File: src/rtl/universal_reg.sv
// WIDTH-bit general-purpose register: load, shift, rotate and count with a
// registered carry/borrow flag, synchronous active-low reset and clock enable.
module universal_reg #(
   parameter int               WIDTH     = 8,
   parameter logic [WIDTH-1:0] RESET_VAL = {WIDTH{1'b0}}
) (
   input  logic             CLK,
   input  logic             RST_N,
   input  logic             EN,
   input  logic [2:0]       MODE,
   input  logic [WIDTH-1:0] D,
   input  logic             SIN,
   output logic [WIDTH-1:0] Q,
   output logic [WIDTH-1:0] Q_bar,
   output logic             CARRY,
   output logic             ZERO
);

   typedef enum logic [2:0] {
      MODE_HOLD = 3'b000,
      MODE_LOAD = 3'b001,
      MODE_SHL  = 3'b010,
      MODE_SHR  = 3'b011,
      MODE_ROL  = 3'b100,
      MODE_ROR  = 3'b101,
      MODE_INC  = 3'b110,
      MODE_DEC  = 3'b111
   } mode_e;

   mode_e            mode_s;
   logic [WIDTH-1:0] q_r;
   logic             carry_r;
   logic [WIDTH-1:0] q_next_s;
   logic             carry_next_s;
   logic [WIDTH:0]   inc_s;
   logic [WIDTH-1:0] dec_s;
   logic             q_is_zero_s;

   assign mode_s      = mode_e'(MODE);
   // Increment is widened by one bit so the wrap-out lands directly in CARRY.
   assign inc_s       = {1'b0, q_r} + {{WIDTH{1'b0}}, 1'b1};
   assign dec_s       = q_r - {{(WIDTH-1){1'b0}}, 1'b1};
   assign q_is_zero_s = (q_r == {WIDTH{1'b0}});

   // Next-state selection for Q and CARRY from the current mode.
   always_comb begin
      q_next_s     = q_r;
      carry_next_s = carry_r;
      if (EN) begin
         case (mode_s)
            MODE_HOLD: begin
               q_next_s     = q_r;
               carry_next_s = carry_r;
            end
            MODE_LOAD: begin
               q_next_s     = D;
               carry_next_s = 1'b0;
            end
            MODE_SHL: begin
               q_next_s     = {q_r[WIDTH-2:0], SIN};
               carry_next_s = q_r[WIDTH-1];
            end
            MODE_SHR: begin
               q_next_s     = {SIN, q_r[WIDTH-1:1]};
               carry_next_s = q_r[0];
            end
            MODE_ROL: begin
               q_next_s     = {q_r[WIDTH-2:0], q_r[WIDTH-1]};
               carry_next_s = q_r[WIDTH-1];
            end
            MODE_ROR: begin
               q_next_s     = {q_r[0], q_r[WIDTH-1:1]};
               carry_next_s = q_r[0];
            end
            MODE_INC: begin
               q_next_s     = inc_s[WIDTH-1:0];
               carry_next_s = inc_s[WIDTH];
            end
            MODE_DEC: begin
               q_next_s     = dec_s;
               carry_next_s = q_is_zero_s;
            end
            default: begin
               q_next_s     = q_r;
               carry_next_s = carry_r;
            end
         endcase
      end else begin
         q_next_s     = q_r;
         carry_next_s = carry_r;
      end
   end

   // State register; reset wins over enable and mode.
   always_ff @(posedge CLK) begin
      if (!RST_N) begin
         q_r     <= RESET_VAL;
         carry_r <= 1'b0;
      end else begin
         q_r     <= q_next_s;
         carry_r <= carry_next_s;
      end
   end

   assign Q     = q_r;
   assign Q_bar = ~q_r;
   assign CARRY = carry_r;
   assign ZERO  = q_is_zero_s;

endmodule

File: config.mk
export PLATFORM = sky130hd
export DESIGN_NAME = universal_reg
export DESIGN_NICKNAME = d
export VERILOG_FILES = /design/src/rtl/universal_reg.sv
export SDC_FILE = /design/constraint.sdc
export NUM_CORES = 1
export LEC_CHECK = 0
export ABC_AREA = 1
export BUFFER_PORTS_ARGS = -buffer_cell sky130_fd_sc_hd__buf_2
export CELL_PAD_IN_SITES_DETAIL_PLACEMENT = 0
export CELL_PAD_IN_SITES_GLOBAL_PLACEMENT = 1
export CORE_MARGIN = 2
export CORE_UTILIZATION = 37
export DETAILED_ROUTE_END_ITERATION = 8
export PLACE_DENSITY = 0.83
export REMOVE_ABC_BUFFERS = 1
export SYNTH_ARGS = -nofsm -noshare
export SYNTH_HDL_FRONTEND = slang
export SYNTH_SLANG_ARGS = --single-unit
export TNS_END_PERCENT = 10
File: constraint.sdc
create_clock -name CLK -period 2.9 [get_ports CLK]
set_clock_uncertainty 0.1 [all_clocks]
set_input_delay 0.87 -clock CLK [delete_from_list [all_inputs] [get_ports CLK]]
set_output_delay 0.87 -clock CLK [all_outputs]
set_load 0.01 [all_outputs]
# After elaboration in Yosys (flattened, before gate mapping)
# Index checks and enable logic that the tools add are counted.
[totals]
regBits = 9
in_bits = 15
out_inout_bits = 18
word_cells = 20
[classes]
n_addsub = 2
eq_ne = 7
n_mux = 2
bitwise_logic = 2
n_reduce_logical = 5
[ops]
columns = ["op", "n"]
rows = [
  ["$pmux W8 S7", 1],
  ["$eq A3 B3 Y1 const B", 4],
  ["$add A8 B1 Y9 const B", 1],
  ["$logic_not A8 Y1", 1],
  ["$not A8 Y8", 1],
  ["$sub A8 B1 Y8 const B", 1],
  ["$eq A3 B2 Y1 const B", 2],
  ["$pmux W1 S5", 1],
  ["$reduce_or A2 Y1", 2],
  ["$eq A3 B1 Y1 const B", 1],
  ["$logic_not A3 Y1", 1],
  ["$reduce_and A2 Y1", 1],
  ["$not A1 Y1", 1],
]

# Longest topological paths before layout
# Gate-level depths: netlist (run 1).
[logic_depth]
depth_word = 3
mapped_depth = 10

# Least setup slack after synthesis (run 1)
# No wires, ideal clock.
[synth_timing]
kind = "reg2out"
startpoint = "register q_r[1] (netlist: Q[1])"
endpoint = "output port ZERO"
arrival_time_ns = 1.161
t_required_ns = 1.930
slack_ns = 0.769
stages_incl_launch_ff = 5
path_buffers = 0
cell_sequence = "dfxtp_1 > inv_1 > ha_1 > inv_1 > nor4_1"
[synth_via]
elab_chain_cells = 1
[synth_lines]
columns = ["element", "line", "rtl"]
rows = [
  ["start, declared", "31", "logic [WIDTH-1:0] q_r;"],
  ["start signal, assigned", "100", "q_r <= q_next_s;"],
  ["$logic_not A8 Y1", "43", "assign q_is_zero_s = (q_r == {WIDTH{1'b0}});"],
  ["end, declared", "16", "output logic ZERO"],
]
# No other way between the ends.

# Worst setup path after layout (run 1)
# Ends and elaborated chain as after synthesis.

==> impl_summary.txt, run 1 <==
----------------------------------------------------
[Placement]
  Routability congestion estimate ... a little under 0.9
  Total cell area at the placement stage ... 0.00126 mm^2
  DPL Wire Length ... 2620 um
  Number of buffers added on ports ... 32

[Timing]
  Final critical-path share of the clock period ... 0.849
  Count of pins over their slew limit ... 0
  Count of endpoints failing setup in the final report ... 0
  Transition time at the pin with the least slew margin ... 0.478 ns
  Final min period ... 2.46 ns
  Maximum frequency from static timing analysis ... 0.406 GHz
  Final hold vios ... 0
  Setup repair after global routing missed its margin ... no
  Remaining max-slew budget at the tightest pin ... 0.681
  Summed negative setup slack over all endpoints ... 0 ns

[Job]
  Max_cap viols ... 0

[Routing]
  Antenna-violating nets left ... 0
  Wirelength per Cell ... between 10 and 15 um
  Number of search-and-repair iterations in the first detailed-routing pass ... 6
  Total Routed Length ... 3260 um
  Via density ... between 5 and 6
  Remaining design rule violation count ... 4
  Vias post-DR ... 1,337
  Iteration-0 DRC Markers ... 68

[Global route]
  Largest net degree at the start of global routing ... 13
  Grt ovf ... 0
  Number of antenna violations at the first check in global routing ... 0
  Global routing usage summed across all routing layers ... 0.205
  First-pass GRT wire length ... between 5000 and 6000 um
  Via count of the first global-routing pass ... ~1,200

[Floorplan]
  Area inside the core boundary ... 0.00281 mm^2
  Die area ... about 0.0035 mm^2
  Row Count ... 19
  Die Width ... 59.0 um
  Die Height ... 59.0 um
  IO Pins ... 33
  Effective utilization at floorplan ... 0.398

[Clocking]
  Post CTS Setup Buffer Count ... 0
  CTS H-tree depth ... 1
  Clock sink count ... 9
  Post-CTS sizing ... 0
  Root buf cell ... sky130_fd_sc_hd__clkbuf_4
  Clock Pin Slew Worst Setup and Hold Paths ... 0.06 ns
  Number of buffers inserted during clock tree synthesis ... 3
  Latest clock arrival within the worst-skew pair ... 0.26 ns
  TritonCTS clock tree ... built
  Hold buffers post-CTS ... 0
  Number of buffers on the longest clock path ... 2

[Setup path]
  Max Fanout on Critical Path ... 9
  Slowest cell on the critical path ... sky130_fd_sc_hd__dfxtp_1
  Largest stage delay on the critical path ... 0.40 ns
  Crit start category ... flop
  Cell seen most often among critical-path stages ... sky130_fd_sc_hd__inv_1
  Number of buffer and inverter instances along the worst setup path ... 3
  Kind of end point of the critical path ... primary output
  Arrival time reported for the critical path endpoint ... about 1.5 ns
  Ordered cell list for the critical path ... inv_1 > ha_1 > inv_1 > nor4_1 > buf_2
  Crit Path Category ... flop to primary output
  Crit path max-delay family ... flip-flops
  Data required time at the worst endpoint ... 1.93 ns

[Final layout]
  Share of layout cells above drive strength 1 ... 0.258
  Final net count ... 240
  Filler Cell Count ... 325
  Layout area overhead ... 14.9%
  Area of all placed cells without fillers ... 0.00128 mm^2
  Antenna fix cells ... 0

[Yosys]
  Most area-hungry cell type in the Yosys netlist ... sky130_fd_sc_hd__dfxtp_1
  Synthesized area ... 0.00112 mm^2
  Number of distinct library cells after synthesis ... 28
  Proportion of synthesized chip area in sequential cells ... 0.161
  Post-Syn Area per Cell ... 5.82 um^2
  Fraction of synthesized cell area taken by the top area cell type ... 0.161
  Total of flip-flops plus latches after synthesis ... 9
  Leading post-synthesis cells by cell area ... sky130_fd_sc_hd__dfxtp_1 (16%), sky130_fd_sc_hd__nand2_1 (16%), sky130_fd_sc_hd__nand3_1 (11%)
  Cell count after synthesis ... 192
  Count of warnings emitted by yosys ... 0

[Power and ir drop]
  Power density normalized to cell area ... about 360 mW/mm^2
  Standby leakage power ... 0.648 nW
  Max IR drop VDD ... 0.174 mV

[Min path]
  Hold/Removal Path Class ... flop to flop

[Run status]
  Outcome ... finished, violations left
  Failing checks ... design-rule violations

----------------------------------------------------
[per-layer routing]
metal | wire [um] | share of wire | global-route usage
met3 | 250 | 0.077 | 0.0154
met1 | 1470 | 0.45 | 0.277
met4 | 23 | 0.0071 | 0.0649
met5 | 0 | 0 | 0
met2 | 1510 | 0.46 | 0.346
[registers in the layout, summed over array words and instances, names as in the netlist]
register  count
Q             8
CARRY         1
[layout by cell type, fill, tap and decap left out, drive strengths merged, types with 2 or more instances in the layout]
| cell type | count |
|---|---|
| nand2 | 53 |
| buf | 32 |
| inv | 28 |
| nand3 | 26 |
| nor2 | 19 |
| o21ai | 18 |
| a21oi | 12 |
| nand4 | 10 |
| dfxtp | 9 |
| clkbuf | 4 |
| ha | 3 |
| o211ai | 2 |
[area by class of cell]
class                      instances  area (um^2)  area share
timing repair buffer              32          160       0.125
tap                               31         38.8      0.0302
multi-input combinational        147          767       0.597
sequential                         9          180       0.140
clock buffer                       4         26.3      0.0205
inverter                          29          111      0.0867
[synthesized netlist by cell type (all sizes together)]
cell type,n
dfxtp,9
inv,28
xor2,1
nor2,19
o211ai,2
nand4,10
nand2,53
nor4,1
and2,1
o21ai,18
buf,7
nand3,26
ha,3
clkinv,1
nor3,1
a21oi,12
[cells by family after synthesis]
family	Yosys count	share of synthesized area
xor gates and xnor gates	1	0.00784
and+or+nand+nor	111	0.494
buffers and inverters	36	0.152
AOI/OAI and AO/OA	32	0.151
adders and majority gates	3	0.0336
DFF	9	0.161
[per-stage QoR]
stage	util	instances	power [W]	hold WS, ns	setup slack, ns
global route	0.458	252	0.000497	0.404	0.342
detailed placement	0.448	248	0.000362	0.359	0.732
CTS	0.458	252	0.000458	0.368	0.446
floorplan	-	185	0.000287	0.387	0.769
finish	0.458	252	0.000456	0.368	0.438
global placement	0.448	248	0.000359	0.355	0.844
[final timing paths]
| path | to | from | depth (start not counted) | slack (ns) |
|---|---|---|---|---|
| setup / recovery | ZERO | Q[1] | 5 | 0.44 |
| hold / removal | CARRY | CARRY | 2 | 0.37 |
| setup reg to reg | Q[4] | Q[1] | 8 | 1.15 |
| hold reg to reg | CARRY | CARRY | 2 | 0.37 |
[power breakdown]
group	internal [W]	switching, W	leakage [nW]
clock	0.0000531	0.0000444	0.0150
sequential	0.000134	0.0000275	0.0742
combinational	0.0000711	0.000126	0.559
total	0.000258	0.000198	0.648
[worst min-delay path: stages (launching register included)]
cell	delay (ns)
sky130_fd_sc_hd__dfxtp_1	0.30
sky130_fd_sc_hd__nand2_1	0.06
sky130_fd_sc_hd__a21oi_1	0.06
No activity file was read; power rests on OpenSTA's default activity.
==> run 2: changes to the inputs <==
--- a/config.mk
+++ b/config.mk
@@ -5,14 +5,14 @@
 export SDC_FILE = /design/constraint.sdc
 export NUM_CORES = 1
 export LEC_CHECK = 0
-export ABC_AREA = 1
+export ABC_AREA = 0
 export BUFFER_PORTS_ARGS = -buffer_cell sky130_fd_sc_hd__buf_2
 export CELL_PAD_IN_SITES_DETAIL_PLACEMENT = 0
 export CELL_PAD_IN_SITES_GLOBAL_PLACEMENT = 1
 export CORE_MARGIN = 2
-export CORE_UTILIZATION = 37
+export CORE_UTILIZATION = 34
 export DETAILED_ROUTE_END_ITERATION = 8
-export PLACE_DENSITY = 0.83
+export PLACE_DENSITY = 0.76
 export REMOVE_ABC_BUFFERS = 1
 export SYNTH_ARGS = -nofsm -noshare
 export SYNTH_HDL_FRONTEND = slang
==> constraint.sdc (replaced) <==
create_clock -name CLK -period 2.31 [get_ports CLK]
set_clock_uncertainty 0.1 [all_clocks]
set_input_delay 0.693 -clock CLK [delete_from_list [all_inputs] [get_ports CLK]]
set_output_delay 0.693 -clock CLK [all_outputs]
set_load 0.01 [all_outputs]
==> run 2 against run 1 <==
The flow finishes with violations (negative setup slack). Worst hold slack improved by 0.14 ns. Synthesized area shrank 13%. Sequential share of layout area up 0.47 points. Critical path depth decreased by 1. Clock power is 41% higher. Flip-flop and latch count stayed put. Setup slack worse by 0.47 ns. Die area decreased by 4.8%. Largest power group unchanged.
==> impl_summary.txt, run 2 <==
----------------------------------------------------
[Run status]
  Outcome ... finished, violations left
  Failing checks ... negative setup slack

[Yosys]
  EDFF count, synth ... 0
  Cell count after synthesis ... 136
  Synthesized area ... 973 um^2
  Fraction of synthesized cell area taken by the top area cell type ... 0.185
  Most frequent cell after synthesis ... sky130_fd_sc_hd__a21oi_1
  Count of warnings emitted by yosys ... 0
  Top cells by instance count after synthesis ... sky130_fd_sc_hd__a21oi_1 (12), sky130_fd_sc_hd__o21ai_0 (10), sky130_fd_sc_hd__dfxtp_1 (9), sky130_fd_sc_hd__nand2_1 (9), sky130_fd_sc_hd__nor2_1 (9)
  Post-Syn Area per Cell ... 7.16 um^2
  Fraction of registers with async set/reset ... 0
  Most used flip-flop cell after synthesis ... sky130_fd_sc_hd__dfxtp_1
  Most area-hungry cell type in the Yosys netlist ... sky130_fd_sc_hd__dfxtp_1
  Number of distinct library cells after synthesis ... 45
  Proportion of synthesized chip area in sequential cells ... 0.185
  Leading post-synthesis cells by cell area ... sky130_fd_sc_hd__dfxtp_1 (19%), sky130_fd_sc_hd__xnor2_1 (6.3%), sky130_fd_sc_hd__a21oi_1 (6.2%)
  Total of flip-flops plus latches after synthesis ... 9

[Global route]
  Global routing usage summed across all routing layers ... 0.214
  Number of antenna violations at the first check in global routing ... 0
  Largest net degree at the start of global routing ... 25
  Grt ovf ... 0
  Via count of the first global-routing pass ... between 1,000 and 1,500
  First-pass GRT wire length ... 5450 um

[Floorplan]
  Row Count ... 19
  Die area ... 0.00331 mm^2
  Area inside the core boundary ... about 0.0027 mm^2
  Die Height ... 57.5 um
  Die Width ... 57.5 um
  IO Pins ... 33
  Effective utilization at floorplan ... 0.356

[Setup path]
  Worst flop-to-flop path endpoint ... CARRY
  Start point of the critical path ... Q[5]
  Worst reg-to-reg path cell count ... 6
  Arrival time reported for the critical path endpoint ... 1.55 ns
  Crit start category ... flop
  Setup slack of the most critical reg-to-reg path ... about 0.32 ns
  Max Fanout on Critical Path ... 2
  Ordered cell list for the critical path ... or4_4 > nor2_4 > and3_4 > buf_6
  Crit Path Category ... flop to primary output
  Termination of the worst setup path ... ZERO
  Depth of the critical timing path with buffers and inverters included ... 4
  Number of buffer and inverter instances along the worst setup path ... 1
  Worst flop-to-flop path startpoint ... Q[1]
  Slowest cell on the critical path ... sky130_fd_sc_hd__or4_4
  Kind of end point of the critical path ... primary output
  Largest stage delay on the critical path ... 0.55 ns
  Crit path max-delay family ... simple AND/OR/NAND/NOR gates
  Data required time at the worst endpoint ... ~1.5 ns

[Power and ir drop]
  Sw Pwr ... 0.000229 W
  Standby leakage power ... between 0.5 and 0.6 nW
  Part of the total power dissipated in the clock network ... 0.234
  Sequential Power Share ... 0.315
  Max IR drop VDD ... 0.294 mV
  Int Pwr ... ~0.00035 W
  Switching share of total power ... 0.393
  Proportion of power drawn by combinational gates ... 0.451
  Power density normalized to cell area ... 470 mW/mm^2

[Final layout]
  Commonest cells after routing, fill and taps aside ... sky130_fd_sc_hd__buf_2 (31), sky130_fd_sc_hd__a21oi_1 (12), sky130_fd_sc_hd__o21ai_0 (10), sky130_fd_sc_hd__buf_4 (10)
  Flip-flop count of the largest register, all copies and words added ... 8
  Final net count ... 190
  Layout area overhead ... 27.6%
  Leading cell type in the layout, fill and taps excluded ... sky130_fd_sc_hd__buf_2
  Antenna fix cells ... 0
  Share of layout cells above drive strength 1 ... 0.316
  Area of all placed cells without fillers ... around 0.0012 mm^2

[Clocking]
  Number of buffers inserted during clock tree synthesis ... 3
  Number of buffers on the longest clock path ... 2
  Latest clock arrival within the worst-skew pair ... between 0.2 and 0.3 ns
  Clock sink count ... 9
  CTS H-tree depth ... 1
  Clock Pin Slew Worst Setup and Hold Paths ... around 0.070 ns
  TritonCTS clock tree ... built
  Hold buffers post-CTS ... 0
  Root buf cell ... sky130_fd_sc_hd__clkbuf_4

[Min path]
  Hold/Removal Path Class ... flop to flop
  Worst min-delay path startpoint ... CARRY

[Routing]
  Remaining design rule violation count ... 0
  Antenna-violating nets left ... 0
  Number of search-and-repair iterations in the first detailed-routing pass ... 5
  Wirelength per Cell ... 16.5 um
  Via density ... 5.87
  Iteration-0 DRC Markers ... 31
  Vias post-DR ... 1,186
  Total Routed Length ... between 3000 and 4000 um

[Placement]
  DPL Wire Length ... around 2500 um
  Total cell area at the placement stage ... 0.00119 mm^2
  Number of buffers added on ports ... 32
  Routability congestion estimate ... 0.929

[Timing]
  Transition time at the pin with the least slew margin ... a little over 0.5 ns
  Count of endpoints failing setup in the final report ... 1
  Final hold vios ... 0
  Remaining max-slew budget at the tightest pin ... 0.663
  Maximum frequency from static timing analysis ... around 0.43 GHz
  Final min period ... between 2 and 2.5 ns
  Worst hold slack after final layout ... 0.508 ns
  Count of pins over their slew limit ... 0
  Setup repair after global routing missed its margin ... yes
  Final critical-path share of the clock period ... 1.02
  Least setup slack across all paths after layout ... -0.0369 ns

[Job]
  Max_cap viols ... 0

----------------------------------------------------
==> run 2: power by group through the flow <==
stage / registers [W] / logic [W] / clock network (W)
2_1_floorplan: 0.000197 / 0.000128 / 0
3_3_place_gp: 0.000186 / 0.000241 / 0
3_5_place_dp: 0.000186 / 0.000243 / 0
4_1_cts: 0.000184 / 0.000263 / 0.000141
5_1_grt: 0.000187 / 0.000288 / 0.000150
6_report: 0.000184 / 0.000263 / 0.000137
==> run 2: layout make-up <==
class | instances | area, um^2
clock buffers | 4 | 26.3
repair buffers | 42 | 241
fillers | 301 | 1490
inverters | 9 | 33.8
multi-input cells | 107 | 722
well taps | 31 | 38.8
flip-flops and latches | 9 | 180
==> run 2: tightest hold or removal path, stage by stage, from the launching register on <==
cell and delay (ns):
sky130_fd_sc_hd__dfxtp_1 0.33, sky130_fd_sc_hd__nand2_1 0.05, sky130_fd_sc_hd__o21ai_0 0.08, sky130_fd_sc_hd__nand2_1 0.07, sky130_fd_sc_hd__a21oi_1 0.04
==> run 2: through the flow <==
stage	util	setup TNS, ns	std cells	worst slack, ns	power, W
2_1_floorplan	-	0	125	0.282	0.000325
3_3_place_gp	0.434	0	197	0.127	0.000427
3_5_place_dp	0.434	0	197	0.0961	0.000429
4_1_cts	0.454	-0.0576	202	-0.0576	0.000588
5_1_grt	0.454	-0.0834	202	-0.0834	0.000624
6_report	0.454	-0.0369	202	-0.0369	0.000584
==> run 2: worst min path at each step <==
stage / end / slack (ns) / cells after the start
detailed placement: CARRY / 0.49 / 4
floorplan: Q[7] / 0.47 / 2
finish: CARRY / 0.51 / 4
CTS: CARRY / 0.51 / 4
global placement: CARRY / 0.48 / 2
global route: CARRY / 0.54 / 2
==> run 2: cell families (layout without fill, tap and decap cells) <==
logic type | count (synthesis) | after routing | share of synthesized area
AOI/OAI and AO/OA | 50 | 50 | 0.335
and+or+nand+nor | 41 | 41 | 0.228
buffers and inverters | 20 | 55 | 0.0900
DFF | 9 | 9 | 0.185
xor gates and xnor gates | 8 | 8 | 0.0720
muxes | 5 | 5 | 0.0514
adders and majority gates | 3 | 3 | 0.0386
==> run 2: per-layer routing <==
layer / GRT usage / vias to the layer above / wire [um]
met4: 0.106 / 0 / 89
met2: 0.334 / 54 / 1510
met3: 0.0454 / 11 / 264
met5: 0 / - / 0
li1: - / 573 / -
met1: 0.276 / 548 / 1470
==> run 2: timing repair <==
action,4_1_cts,5_1_grt
setup buffers,1,0
cloned,0,0
endpoints found under the hold margin,0,0
endpoints found under the setup margin,1,1
resized for setup,5,0
pin swaps,3,1
